===== src/rtl/gray_seq_pkg.sv =====
// rtl/gray_seq_pkg.sv - shared types for the Gray-code burst sequencer
package gray_seq_pkg;

    typedef enum logic [1:0] {
        ST_IDLE = 2'b00,
        ST_RUN  = 2'b01,
        ST_HOLD = 2'b10,
        ST_DONE = 2'b11
    } seq_state_e;

endpackage


===== src/rtl/gray_seq_ctrl_if.sv =====
// rtl/gray_seq_ctrl_if.sv - command and status bundle between a control master and the sequencer
interface gray_seq_ctrl_if #(
    parameter int WIDTH = 4,
    parameter int LEN_W = 8
);
    logic             cmd_valid;
    logic             cmd_ready;
    logic [LEN_W-1:0] cmd_len;
    logic             cmd_abort;
    logic             pause;
    logic             busy;
    logic [WIDTH-1:0] gray;
    logic             gray_valid;
    logic             wrap;
    logic             done;
    logic             aborted;

    modport master (
        output cmd_valid, cmd_len, cmd_abort, pause,
        input  cmd_ready, busy, gray, gray_valid, wrap, done, aborted
    );

    modport slave (
        input  cmd_valid, cmd_len, cmd_abort, pause,
        output cmd_ready, busy, gray, gray_valid, wrap, done, aborted
    );
endinterface


===== src/rtl/gray_cnt.sv =====
// rtl/gray_cnt.sv - enable-gated Gray-code counter built on a binary register
module gray_cnt #(
    parameter int WIDTH = 4
) (
    input  logic             clk,
    input  logic             rst_n,
    input  logic             enable,
    output logic [WIDTH-1:0] gray
);
    logic [WIDTH-1:0] bin_q;
    logic [WIDTH-1:0] bin_d;

    always_comb begin
        bin_d = enable ? bin_q + WIDTH'(1) : bin_q;
    end

    always_ff @(posedge clk or negedge rst_n) begin
        if (!rst_n) begin
            bin_q <= '0;
        end else begin
            bin_q <= bin_d;
        end
    end

    assign gray = bin_q ^ (bin_q >> 1);
endmodule


===== src/rtl/gray_seq_ctrl.sv =====
// rtl/gray_seq_ctrl.sv - runs bounded Gray-code sweeps of cmd_len steps with pause and abort
module gray_seq_ctrl
    import gray_seq_pkg::*;
#(
    parameter int WIDTH = 4,
    parameter int LEN_W = 8
) (
    input  logic             clk,
    input  logic             rst_n,
    gray_seq_ctrl_if.slave   bus
);
    // Gray code of the all-ones binary value: the position just before wrap.
    localparam logic [WIDTH-1:0] LAST_GRAY = WIDTH'(1) << (WIDTH - 1);

    seq_state_e       state_q;
    logic [LEN_W-1:0] remaining_q;
    logic             cmd_ready_q;
    logic             busy_q;
    logic             gray_valid_q;
    logic             wrap_q;
    logic             done_q;
    logic             aborted_q;
    logic             step;

    assign step = (state_q == ST_RUN) && !bus.cmd_abort && !bus.pause;

    gray_cnt #(.WIDTH(WIDTH)) u_cnt (
        .clk    (clk),
        .rst_n  (rst_n),
        .enable (step),
        .gray   (bus.gray)
    );

    always_ff @(posedge clk or negedge rst_n) begin
        if (!rst_n) begin
            state_q      <= ST_IDLE;
            remaining_q  <= '0;
            cmd_ready_q  <= 1'b1;
            busy_q       <= 1'b0;
            gray_valid_q <= 1'b0;
            wrap_q       <= 1'b0;
            done_q       <= 1'b0;
            aborted_q    <= 1'b0;
        end else begin
            gray_valid_q <= step;
            wrap_q       <= step && (bus.gray == LAST_GRAY);
            done_q       <= 1'b0;
            aborted_q    <= 1'b0;
            case (state_q)
                ST_IDLE: begin
                    if (bus.cmd_valid) begin
                        cmd_ready_q <= 1'b0;
                        if (bus.cmd_len == '0) begin
                            state_q <= ST_DONE;
                            done_q  <= 1'b1;
                        end else begin
                            remaining_q <= bus.cmd_len;
                            state_q     <= ST_RUN;
                            busy_q      <= 1'b1;
                        end
                    end
                end
                ST_RUN: begin
                    // Abort takes priority over pause.
                    if (bus.cmd_abort) begin
                        remaining_q <= '0;
                        state_q     <= ST_DONE;
                        busy_q      <= 1'b0;
                        done_q      <= 1'b1;
                        aborted_q   <= 1'b1;
                    end else if (bus.pause) begin
                        state_q <= ST_HOLD;
                    end else begin
                        remaining_q <= remaining_q - LEN_W'(1);
                        if (remaining_q == LEN_W'(1)) begin
                            state_q <= ST_DONE;
                            busy_q  <= 1'b0;
                            done_q  <= 1'b1;
                        end
                    end
                end
                ST_HOLD: begin
                    if (bus.cmd_abort) begin
                        remaining_q <= '0;
                        state_q     <= ST_DONE;
                        busy_q      <= 1'b0;
                        done_q      <= 1'b1;
                        aborted_q   <= 1'b1;
                    end else if (!bus.pause) begin
                        state_q <= ST_RUN;
                    end
                end
                ST_DONE: begin
                    state_q     <= ST_IDLE;
                    cmd_ready_q <= 1'b1;
                end
                default: begin
                    state_q <= ST_IDLE;
                end
            endcase
        end
    end

    assign bus.cmd_ready  = cmd_ready_q;
    assign bus.busy       = busy_q;
    assign bus.gray_valid = gray_valid_q;
    assign bus.wrap       = wrap_q;
    assign bus.done       = done_q;
    assign bus.aborted    = aborted_q;
endmodule


===== src/flat_wrapper.sv =====
// flat-port wrapper written by rule: the top's interface ports become plain ports
module gray_seq_ctrl_flat import gray_seq_pkg::*;
#(
    parameter int WIDTH = 4,
    parameter int LEN_W = 8
)
  (clk, rst_n, bus_cmd_valid, bus_cmd_len, bus_cmd_abort, bus_pause, bus_cmd_ready, bus_busy, bus_gray, bus_gray_valid, bus_wrap, bus_done, bus_aborted);
  gray_seq_ctrl_if #(.WIDTH(WIDTH), .LEN_W(LEN_W)) bus_i ();
  input  logic clk;
  input  logic rst_n;
  input wire logic [$bits(bus_i.cmd_valid)-1:0] bus_cmd_valid;
  input wire logic [$bits(bus_i.cmd_len)-1:0] bus_cmd_len;
  input wire logic [$bits(bus_i.cmd_abort)-1:0] bus_cmd_abort;
  input wire logic [$bits(bus_i.pause)-1:0] bus_pause;
  output wire logic [$bits(bus_i.cmd_ready)-1:0] bus_cmd_ready;
  output wire logic [$bits(bus_i.busy)-1:0] bus_busy;
  output wire logic [$bits(bus_i.gray)-1:0] bus_gray;
  output wire logic [$bits(bus_i.gray_valid)-1:0] bus_gray_valid;
  output wire logic [$bits(bus_i.wrap)-1:0] bus_wrap;
  output wire logic [$bits(bus_i.done)-1:0] bus_done;
  output wire logic [$bits(bus_i.aborted)-1:0] bus_aborted;
  assign bus_i.cmd_valid = bus_cmd_valid;
  assign bus_i.cmd_len = bus_cmd_len;
  assign bus_i.cmd_abort = bus_cmd_abort;
  assign bus_i.pause = bus_pause;
  assign bus_cmd_ready = bus_i.cmd_ready;
  assign bus_busy = bus_i.busy;
  assign bus_gray = bus_i.gray;
  assign bus_gray_valid = bus_i.gray_valid;
  assign bus_wrap = bus_i.wrap;
  assign bus_done = bus_i.done;
  assign bus_aborted = bus_i.aborted;
  gray_seq_ctrl #(.WIDTH(WIDTH), .LEN_W(LEN_W)) u_core (.clk(clk), .rst_n(rst_n), .bus(bus_i));
endmodule

===== config.mk =====
export PLATFORM = sky130hd
export DESIGN_NAME = gray_seq_ctrl_flat
export DESIGN_NICKNAME = d
export VERILOG_FILES = /design/src/rtl/gray_seq_pkg.sv /design/src/rtl/gray_seq_ctrl_if.sv /design/src/rtl/gray_cnt.sv /design/src/rtl/gray_seq_ctrl.sv /design/src/flat_wrapper.sv
export SDC_FILE = /design/constraint.sdc
export NUM_CORES = 1
export LEC_CHECK = 0
export ABC_CLOCK_PERIOD_IN_PS = 2100
export CORE_ASPECT_RATIO = 1.2
export CORE_UTILIZATION = 45
export CTS_CLUSTER_SIZE = 12
export DETAILED_ROUTE_END_ITERATION = 12
export PLACE_DENSITY_LB_ADDON = 0.3
export SLEW_MARGIN = 20
export SYNTH_ARGS = -nofsm -noshare
export SYNTH_HDL_FRONTEND = slang
export SYNTH_SLANG_ARGS = --single-unit

===== constraint.sdc =====
create_clock -name clk -period 2.1 [get_ports clk]
set_clock_uncertainty 0.05 [all_clocks]
set_input_delay 0.63 -clock clk [delete_from_list [all_inputs] [get_ports clk]]
set_output_delay 0.63 -clock clk [all_outputs]
set_load 0.03 [all_outputs]

==> results of run 1 <==
through the flow:
step                      setup TNS, ps  worst slack (ps)  power (mW)  hold WS, ps  instances
after floorplan                       0              67.0        1.84          284        121
after global placement            -4000              -413        2.35          435        192
after detailed placement          -4790              -492        2.40          440        192
after CTS                             0              17.2        2.77          459        198
after global routing               -105             -67.9        3.03          482        202
final                                 0              23.9        2.82          456        202
tightest hold or removal path, delay by kind of cell (launching register included):
| kind | cells | cell delay (ps) |
|---|---|---|
| simple gates | 1 | 80 |
| flops | 1 | 400 |
| compound gates | 1 | 40 |
path summary, 6_finish.rpt:
| path | from | to | depth (start not counted) |
|---|---|---|---|
| min in group asynchronous | rst_n | u_core.u_cnt.bin_q[2]$_DFFE_PN0P_ | 1 |
| setup reg to reg | u_core.state_q[0]$_DFFE_PN0P_ | u_core.remaining_q[2]$_DFFE_PN0P_ | 7 |
| hold reg to reg | u_core.bus.cmd_ready$_DFFE_PN1P_ | u_core.bus.cmd_ready$_DFFE_PN1P_ | 2 |
| hold / removal | u_core.bus.cmd_ready$_DFFE_PN1P_ | u_core.bus.cmd_ready$_DFFE_PN1P_ | 2 |
| max in group asynchronous | rst_n | u_core.remaining_q[0]$_DFFE_PN0P_ | 2 |
| setup / recovery | bus_cmd_len[2] | u_core.remaining_q[3]$_DFFE_PN0P_ | 6 |
per-layer routing:
layer | global-route usage [%] | wire length [um] | vias to the layer above
met5 | 0 | 0 | -
met4 | 11.0 | 50 | 0
met3 | 2.56 | 88 | 5
met2 | 40.0 | 1570 | 25
met1 | 27.2 | 1280 | 555
li1 | - | - | 535
final cells by class:
class	instances	area, sq um
fillers	209	810
clock inverters	1	30.0
well taps	33	41.3
clock buffers	3	22.5
inverters	11	41.3
multi-input cells	87	702
flip-flops and latches	20	502
repair buffers	47	404
Yosys cell counts, types with 4 or more instances:
master / n / share of area, %
a21oi_1: 5 / 2.0
a22o_1: 4 / 2.9
dfrtp_1: 19 / 39
ha_1: 10 / 10
inv_1: 11 / 3.4
mux2i_1: 5 / 4.1
nand2_1: 7 / 2.1
nand3_1: 4 / 1.6
nor2_1: 8 / 2.5
o21ai_0: 5 / 2.0
o21ai_1: 4 / 1.6
registers in the layout, summed over array words and instances, names as in the netlist:
register and count:
u_core.bus.busy 1, u_core.bus.cmd_ready 1, u_core.remaining_q 8, u_core.bus.done 1, u_core.bus.aborted 1, u_core.state_q 2
u_core.bus.gray_valid 1, u_core.bus.wrap 1, u_core.u_cnt.bin_q 4
logic make-up after synthesis:
group                      after synthesis
and+or+nand+nor                         36
muxes                                    6
buffers and inverters                   15
AOI/OAI and AO/OA                       31
xor gates and xnor gates                 3
adders and majority gates               10
DFF                                     20
power breakdown:
group | switching [mW] | internal, mW | total, mW
registers | 0.137 | 0.562 | 0.699
clock network | 0.130 | 0.193 | 0.324
logic | 0.966 | 0.831 | 1.80
total | 1.23 | 1.59 | 2.82
timing repair:
action                                  CTS  global route
pin swaps                                 6             5
resized for setup                        19            15
setup buffers                             1             4
endpoints found under the setup margin   14            13
hold endpoints to repair                  0             0
gates cloned                              1             0
==> results.md, run 1 <==
- Status: complete, no violations
- Achievable frequency: 0.482 GHz
- Worst min-delay path class: reg2reg
- 1st-pass router iterations: 5
- Clk sinks: 20
- Max Cap Violations: 0
- CP endpoint kind: flop
- Core footprint: 2550 sq um
- ANT cells: 0
- Initial antenna violation count: 0
- CP Class: in2reg
- Clock transition at path regs: 120 ps
- Worst-margin pin slew: 484 ps
- Final nets: 193
- Gr ovfl total: 0
- Die area: 2930 sq um
- Layout cells sized above 1: 29.0%
- Die H: 59.1 um
- FF-to-FF setup slack: 70 ps
- VDD IR max: 0.000912 V
- LEAKAGE: 0.852 nW
- Slowest stage delay, CP: 500 ps
- Post-DP Area: 1610 sq um
- Final-report hold violation count: 0
- Synthesized area per cell: 10.1 sq um
- Largest delay share family, worst path: simple AND/OR/NAND/NOR gates
- Compound-gate portion of the synthesized area: 18.3%
- Syn Inst Count: 121
- Via count: 1120
- Final setup violation count: 0
- Commonest non-fill, non-tap cell in the layout: buf_4
- Post-CTS Hold Buffers: 0
- Largest net degree at the start of global routing: 14
- CTS tree: yes
- Finished Core Util: 68.3%
- Gr usage total: 22.6%
- Initial Util: 47.9%
- Drt via density: 5.54
- Commonest cells after routing, fill and taps aside: buf_4, dfrtp_1, clkdlybuf4s50_1
- Drt initial violations: 43
- Mapped Nets: 144
- Clock Tree Buf Depth: 2
- Asr flop ratio synth: 100%
- Critical path arrival: 2250 ps
- DRC violations left: 0
- Cell Rows: 20
- Synth Area in XOR/XNOR: 2.15%
- IO buf count: 22
- WL/cell: 14.8 um
- Final worst-path cycle share: 98.9%
- Root Driver: clkbuf_4
- Ports: 23
- Gpl congestion: 0.954
- Pwr dens: 1620 nW/um^2
- WP buf/inv: 2
- Slew Viols, Final: 0
- Final WL: 2990 um
- Slew margin rel.: 67.5%
- Synth cell types: 42
- Slowest cell on the critical path: or4_4
- Main flop type after synthesis: dfrtp_1
- Req. time, crit path: 2270 ps
- Cells along the critical path: clkdlybuf4s50_1, or4_4, nor2_4, a211oi_4, buf_6, a22o_2
- DIE WIDTH: 49.6 um
- Crit path time final: 2080 ps
- Post-Synth Adder-Cell Area: 10.2%
- Post-Synth Simple-Gate Area: 17.6%
- Mux cell area share after synthesis: 5.02%
- CTS Buf Count: 3
- Synthesized area: 1220 sq um
- Unrepaired setup endpoints after global routing: true
- DRT antenna net count: 0
- HPWL Detailed: 2110 um
- Number of enable flip-flop cells after synthesis: 0
- Vias in the first global route: 1103
- Largest family of logic cells by synthesized area: compound AO/OA/AOI/OAI gates
- Synthesized flop and latch total: 20
- Clock latency at the later pin of the worst-skew pair: 320 ps
- Ys Warns: 0
- Critical path fanouts, max: 4
- First-pass GRT wire length: 4950 um
- Design Area, Final: 1740 sq um
- Area Overhead vs Synth: 42.6%
- Crit start category: primary input
- Register area share after synthesis: 41.0%
- H-tree levels: 1
(Power assumes the default switching activity.)
==> run 2: changes to the inputs <==
--- a/constraint.sdc
+++ b/constraint.sdc
@@ -4,2 +4,2 @@
 set_output_delay 0.63 -clock clk [all_outputs]
-set_load 0.03 [all_outputs]
+set_load 0.02 [all_outputs]
==> results.md, run 2 (same netlist as run 1, synthesis figures left out) <==
- Status: complete, no violations
- Gr usage total: 21.9% (-0.68 points)
- Gr ovfl total: 0 (unchanged)
- Final setup violation count: 0 (unchanged)
- Reg with most FFs: u_core.remaining_q
- Initial antenna violation count: 0 (unchanged)
- Register area: 502 sq um (unchanged)
- Pwr dens: 1570 nW/um^2 (-3.2%)
- WP buf/inv: 2 (unchanged)
- Drt initial violations: 46 (+7.0%)
- Final worst-path cycle share: 97.8% (-1.1 points)
- LEAKAGE: 0.833 nW (-2.2%)
- 1st-pass router iterations: 4 (-1)
- Design Area, Final: 1720 sq um (-1.4%)
- Worst setup margin: 46.6 ps (+22.7 ps)
- IO buf count: 22 (unchanged)
- Combinational Power Share: 62.0% (-1.7 points)
- Largest delay share family, worst path: simple AND/OR/NAND/NOR gates
- Max reg flops: 8 (unchanged)
- Switch Pwr: 1.12 mW (-9.3%)
- WL/cell: 14.4 um (-2.6%)
- Slew margin rel.: 69.6% (+2.1 points)
- Req. time, crit path: 2250 ps (-20 ps)
- Final nets: 190 (-1.6%)
- Net Sw Frac: 41.6% (-2.2 points)
- CTS tree: yes
- Slowest cell on the critical path: or4_4
- P_int: 1.57 mW (-0.91%)
- Vias in the first global route: 1090 (-1.2%)
- Clk sinks: 20 (unchanged)
- Max Cap Violations: 0 (unchanged)
- Setup_tns: 0 ps (unchanged)
- Largest net degree at the start of global routing: 15 (+1)
- Drt via density: 5.60 (+0.96%)
- Post-DP Area: 1600 sq um (-0.47%)
- Root Driver: clkbuf_4
- Total power: 2.69 mW (-4.6%)
- Clock Power Share: 11.8% (+0.3 points)
- Cell Rows: 20 (unchanged)
- ANT cells: 0 (unchanged)
- DIE WIDTH: 49.6 um (unchanged)
- First-pass GRT wire length: 4910 um (-0.99%)
- Final-report hold violation count: 0 (unchanged)
- Commonest non-fill, non-tap cell in the layout: buf_4
- CTS Buf Count: 3 (unchanged)
- Clock transition at path regs: 120 ps (about the same)
- Largest registers: u_core.remaining_q x8, u_core.u_cnt.bin_q x4, u_core.state_q x2
- Place WS: -485 ps (+6.93 ps)
- Slowest stage delay, CP: 500 ps (about the same)
- Clock latency at the later pin of the worst-skew pair: 300 ps (-20 ps)
- Unrepaired setup endpoints after global routing: false
- Hold slack: 460 ps (+3.93 ps)
- Clock Tree Buf Depth: 2 (unchanged)
- Flop pwr share: 26.2% (+1.4 points)
- Worst min-delay path class: reg2reg
- Core footprint: 2550 sq um (unchanged)
- Die area: 2930 sq um (unchanged)
- Crit path time final: 2050 ps (-22.7 ps)
- VDD IR max: 0.000979 V (+7.3%)
- CP Class: in2reg
- HPWL Detailed: 2040 um (-3.5%)
- DRC violations left: 0 (unchanged)
- Critical path arrival: 2210 ps (-40 ps)
- H-tree levels: 1 (unchanged)
- Critical path fanouts, max: 4 (unchanged)
- Via count: 1114 (-0.54%)
- Slew Viols, Final: 0 (unchanged)
- CP endpoint kind: flop
- Initial Util: 47.9% (unchanged)
- Commonest cells after routing, fill and taps aside: buf_4, dfrtp_1, clkdlybuf4s50_1
- Gpl congestion: 0.954 (unchanged)
- DRT antenna net count: 0 (unchanged)
- Cells along the critical path: clkdlybuf4s50_1, or4_4, nor2_4, a211oi_4, buf_6, a22o_2
- Worst-margin pin slew: 453 ps (-30.8 ps)
- Final WL: 2860 um (-4.1%)
- Die H: 59.1 um (unchanged)
- Multi-input logic area: 689 sq um (-1.8%)
- Area Overhead vs Synth: 40.6%
- Achievable frequency: 0.487 GHz (+1.1%)
- Filler instances: 220 (+5.3%)
- Ports: 23 (unchanged)
- Crit start category: primary input
- Layout cells sized above 1: 25.3% (-3.7 points)
==> run 2: final cells by class <==
class | instances | share of cell area [%]
timing repair buffer | 44 | 22.9
inverter | 11 | 2.40
sequential | 20 | 29.2
multi-input combinational | 87 | 40.1
clock buffer | 3 | 1.31
clock inverter | 1 | 1.75
tap | 33 | 2.40
==> run 2: what timing repair did <==
action | in CTS | in global routing
pin swaps | 6 | 5
hold buffers | 0 | 0
setup buffers | 3 | 1
gates cloned | 1 | 0
resized for setup | 13 | 10
endpoints found under the setup margin | 13 | 12
==> run 2: final timing paths <==
check	startpoint	end	slack [ps]	cells after the start
max reg2reg	u_core.state_q[0]$_DFFE_PN0P_	u_core.remaining_q[7]$_DFFE_PN0P_	100	6
min reg2reg	u_core.bus.cmd_ready$_DFFE_PN1P_	u_core.bus.cmd_ready$_DFFE_PN1P_	460	2
min	u_core.bus.cmd_ready$_DFFE_PN1P_	u_core.bus.cmd_ready$_DFFE_PN1P_	460	2
min in group asynchronous	rst_n	u_core.u_cnt.bin_q[2]$_DFFE_PN0P_	520	1
max	bus_cmd_len[1]	u_core.remaining_q[3]$_DFFE_PN0P_	50	6
max in group asynchronous	rst_n	u_core.remaining_q[2]$_DFFE_PN0P_	1000	2
==> run 2: power groups by stage <==
stage | logic, mW | clock network, mW | registers (mW)
CTS | 1.63 | 0.319 | 0.702
global route | 1.82 | 0.334 | 0.729
floorplan | 1.02 | 0 | 0.737
detailed placement | 1.59 | 0 | 0.712
finish | 1.67 | 0.317 | 0.705
global placement | 1.55 | 0 | 0.701
==> run 2: stage by stage <==
| step | utilization (%) | instances |
|---|---|---|
| after global routing | 67.4 | 199 |
| after detailed placement | 62.6 | 191 |
| after CTS | 66.4 | 198 |
| after global placement | 62.6 | 191 |
| final | 67.4 | 199 |
| after floorplan | - | 121 |
==> run 2: worst min-delay path: cells and delay by family (launching register included) <==
| kind | cells | cell delay (ps) |
|---|---|---|
| and+or+nand+nor | 1 | 80 |
| AOI/OAI and AO/OA | 1 | 50 |
| DFF | 1 | 400 |
==> run 2: metal layers <==
metal	track usage (%)	part of all wire [%]	up-vias	wire length, um
met3	3.08	4.9	2	140
met4	7.35	0.66	0	19
met2	38.8	52	32	1480
met5	0	0	-	0
met1	27.4	43	549	1220
li1	-	-	531	-
==> run 3: changes to the inputs <==
- ABC_AREA: not set -> 1
==> results.md, run 3 <==
- P_int: 1.27 mW (-19%)
- Slew Viols, Final: 0 (unchanged)
- VDD IR max: 0.000748 V (-24%)
- H-tree levels: 1 (unchanged)
- Commonest non-fill, non-tap cell in the layout: nand2_1
- Top-area cell type share of the netlist area: 35.5% (-3.4 points)
- IO buf count: 22 (unchanged)
- Cells along the critical path: ha_1, dlygate4sd2_1
- Reg with most FFs: u_core.remaining_q
- Gpl congestion: 0.832 (-13%)
- Final setup violation count: 0 (unchanged)
- Largest delay share family, worst path: flip-flops
- WP buf/inv: 1 (-1)
- Worst-margin pin slew: 270 ps (-183 ps)
- Die H: 61.8 um (+4.5%)
- Final nets: 222 (+17%)
- Via count: 1175 (+5.5%)
- Dpl cells: 228 (+19%)
- Final WL: 2750 um (-3.9%)
- Drt via density: 5.06 (-9.5%)
- Unrepaired setup endpoints after global routing: false
- Hold Path Stages: 1 (-1)
- Net Sw Frac: 47.0% (+5.4 points)
- Max Cap Violations: 0 (unchanged)
- Worst setup margin: 71.9 ps (+25.2 ps)
- Main flop type after synthesis: dfrtp_1
- Initial antenna violation count: 0 (unchanged)
- Pwr dens: 1460 nW/um^2 (-6.8%)
- DRT antenna net count: 0 (unchanged)
- Slowest cell on the critical path: dfrtp_1
- Largest registers: u_core.remaining_q x8, u_core.u_cnt.bin_q x4, u_core.state_q x2
- Area Overhead vs Synth: 22.6%
- Ys Warns: 0 (unchanged)
- DRC violations left: 0 (unchanged)
- Die area: 3200 sq um (+9.3%)
- Achievable frequency: 0.493 GHz (+1.2%)
- Core footprint: 2810 sq um (+10%)
- Mapped Nets: 194 (+35%)
- Cells on worst reg2reg path: 8 (+2)
- Largest net degree at the start of global routing: 21 (+6)
- Req. time, crit path: 1420 ps (-830 ps)
- Crit path time final: 2030 ps (-25.2 ps)
- Number of enable flip-flop cells after synthesis: 0 (unchanged)
- Met2 WL post-DR: 1460 um (-1.6%)
- Vias in the first global route: 1134 (+4.0%)
- Gr ovfl total: 0 (unchanged)
- CTS Buf Count: 3 (unchanged)
- Setup bufs post-CTS: 0 (-3)
- ANT cells: 0 (unchanged)
- Register area share after synthesis: 37.4% (-3.6 points)
- CP Class: reg2out
- Gr usage total: 19.9% (-2.0 points)
- Most frequent cell after synthesis: nand2_1
- WL/cell: 11.9 um (-18%)
- Clock latency at the later pin of the worst-skew pair: 310 ps (about the same)
- Synthesized area: 1340 sq um (+9.6%)
- Critical path fanouts, max: 3 (-1)
- Worst min-delay path class: reg2reg
- Most area-consuming cells after synthesis: dfrtp_1, nand2_1, ha_1
- Critical Path Stages: 2 (-4)
- FF-to-FF setup slack: 360 ps (+260 ps)
- Combinational Power Share: 58.8% (-3.2 points)
- Asr flop ratio synth: 100% (unchanged)
- LEAKAGE: 0.848 nW (+1.8%)
- Met3 routed WL: 95 um (-32%)
- HPWL Detailed: 2180 um (+6.9%)
- Status: complete, no violations
- Ports: 23 (unchanged)
- Clock Tree Buf Depth: 2 (unchanged)
- Setup_tns: 0 ps (unchanged)
- Total power: 2.40 mW (-11%)
- CP endpoint kind: output port
- Clock Power Share: 13.4% (+1.6 points)
- First-pass GRT wire length: 4630 um (-5.6%)
- 1st-pass router iterations: 4 (unchanged)
- Uppermost layer routed: met4
- Non-Filler Instances: 232 (+17%)
- Slowest stage delay, CP: 430 ps (-70 ps)
- Crit start category: flop
- Cell Rows: 21 (+5.0%)
- Synthesized area per cell: 7.84 sq um (-22%)
- Yosys top cell by area: dfrtp_1
- Place WS: 13.0 ps (+498 ps)
- Slew margin rel.: 81.9% (+12 points)
- Synth cell count leaders: nand2_1, dfrtp_1, inv_1, nor2_1, o21ai_0
- Clock transition at path regs: 110 ps (about the same)
- Root Driver: clkbuf_4
- Commonest cells after routing, fill and taps aside: nand2_1, inv_1, nor2_1, dfrtp_1, clkdlybuf4s50_1
- Clk sinks: 20 (unchanged)
- Synth cell types: 25 (-40%)
- Post-DP Area: 1600 sq um (about the same)
- Max reg flops: 8 (unchanged)
- Initial Util: 47.7% (-0.23 points)
- Critical path arrival: 1350 ps (-860 ps)
- Final worst-path cycle share: 96.6% (-1.2 points)
- Flop pwr share: 27.8% (+1.6 points)
- CTS tree: yes
- Syn Inst Count: 171 (+41%)
- Drt initial violations: 32 (-30%)
- DIE WIDTH: 51.8 um (+4.5%)
- Detailed-routing wirelength on met1: 1170 um (-4.2%)
- Layout cells sized above 1: 16.2% (-9.1 points)
- Design Area, Final: 1640 sq um (-4.4%)
- Synthesized flop and latch total: 20 (unchanged)
- Switch Pwr: 1.13 mW (+0.57%)
- Final-report hold violation count: 0 (unchanged)
[run 3: layout make-up]
| class | count | area, sq um |
|---|---|---|
| multi-input cells | 127 | 726 |
| fillers | 251 | 1170 |
| clock inverters | 1 | 30.0 |
| flip-flops and latches | 20 | 502 |
| clock buffers | 3 | 22.5 |
| inverters | 22 | 85.1 |
| well taps | 34 | 42.5 |
| repair buffers | 25 | 235 |
[run 3: power groups by stage]
stage | clock network (mW) | logic, mW | registers, mW
floorplan | 0 | 1.07 | 0.696
global placement | 0 | 1.41 | 0.671
detailed placement | 0 | 1.45 | 0.673
CTS | 0.323 | 1.42 | 0.667
global route | 0.338 | 1.59 | 0.687
finish | 0.321 | 1.41 | 0.666
[run 3: final timing paths]
kind / to / from
setup / recovery: bus_gray[2] / u_core.u_cnt.bin_q[2]$_DFFE_PN0P_
hold / removal: u_core.u_cnt.bin_q[3]$_DFFE_PN0P_ / u_core.u_cnt.bin_q[3]$_DFFE_PN0P_
setup reg to reg: u_core.remaining_q[0]$_DFFE_PN0P_ / u_core.state_q[1]$_DFFE_PN0P_
hold reg to reg: u_core.u_cnt.bin_q[3]$_DFFE_PN0P_ / u_core.u_cnt.bin_q[3]$_DFFE_PN0P_
max in group asynchronous: u_core.bus.cmd_ready$_DFFE_PN1P_ / rst_n
min in group asynchronous: u_core.remaining_q[5]$_DFFE_PN0P_ / rst_n
[run 3: cells by family (layout without fill, tap and decap cells)]
kind of cell,count (synthesis),in the layout,synth area share (%)
AND/OR/NAND/NOR,91,91,32.7
buffers and inverters,24,51,8.40
AO/OA/AOI/OAI,23,23,10.2
flip-flops,20,20,37.4
adder cells (fa/ha/maj),10,10,9.34
XOR/XNOR,3,3,1.96
[run 3: stage by stage]
step	hold WS [ps]	util, %
final	464	58.4
after global routing	492	58.4
after CTS	473	58.5
after detailed placement	450	56.8
after global placement	436	56.8
after floorplan	284	-
[run 3: metal layers]
| metal | vias to the layer above | track usage [%] |
|---|---|---|
| li1 | 594 | - |
| met1 | 547 | 21.8 |
| met2 | 31 | 38.2 |
| met3 | 3 | 3.16 |
| met4 | 0 | 8.11 |
| met5 | - | 0 |
[run 3: timing repair]
action / CTS / global route
resized for setup: 4 / 3
setup endpoints to repair: 4 / 2
hold buffers: 0 / 0
endpoints found under the hold margin: 0 / 0
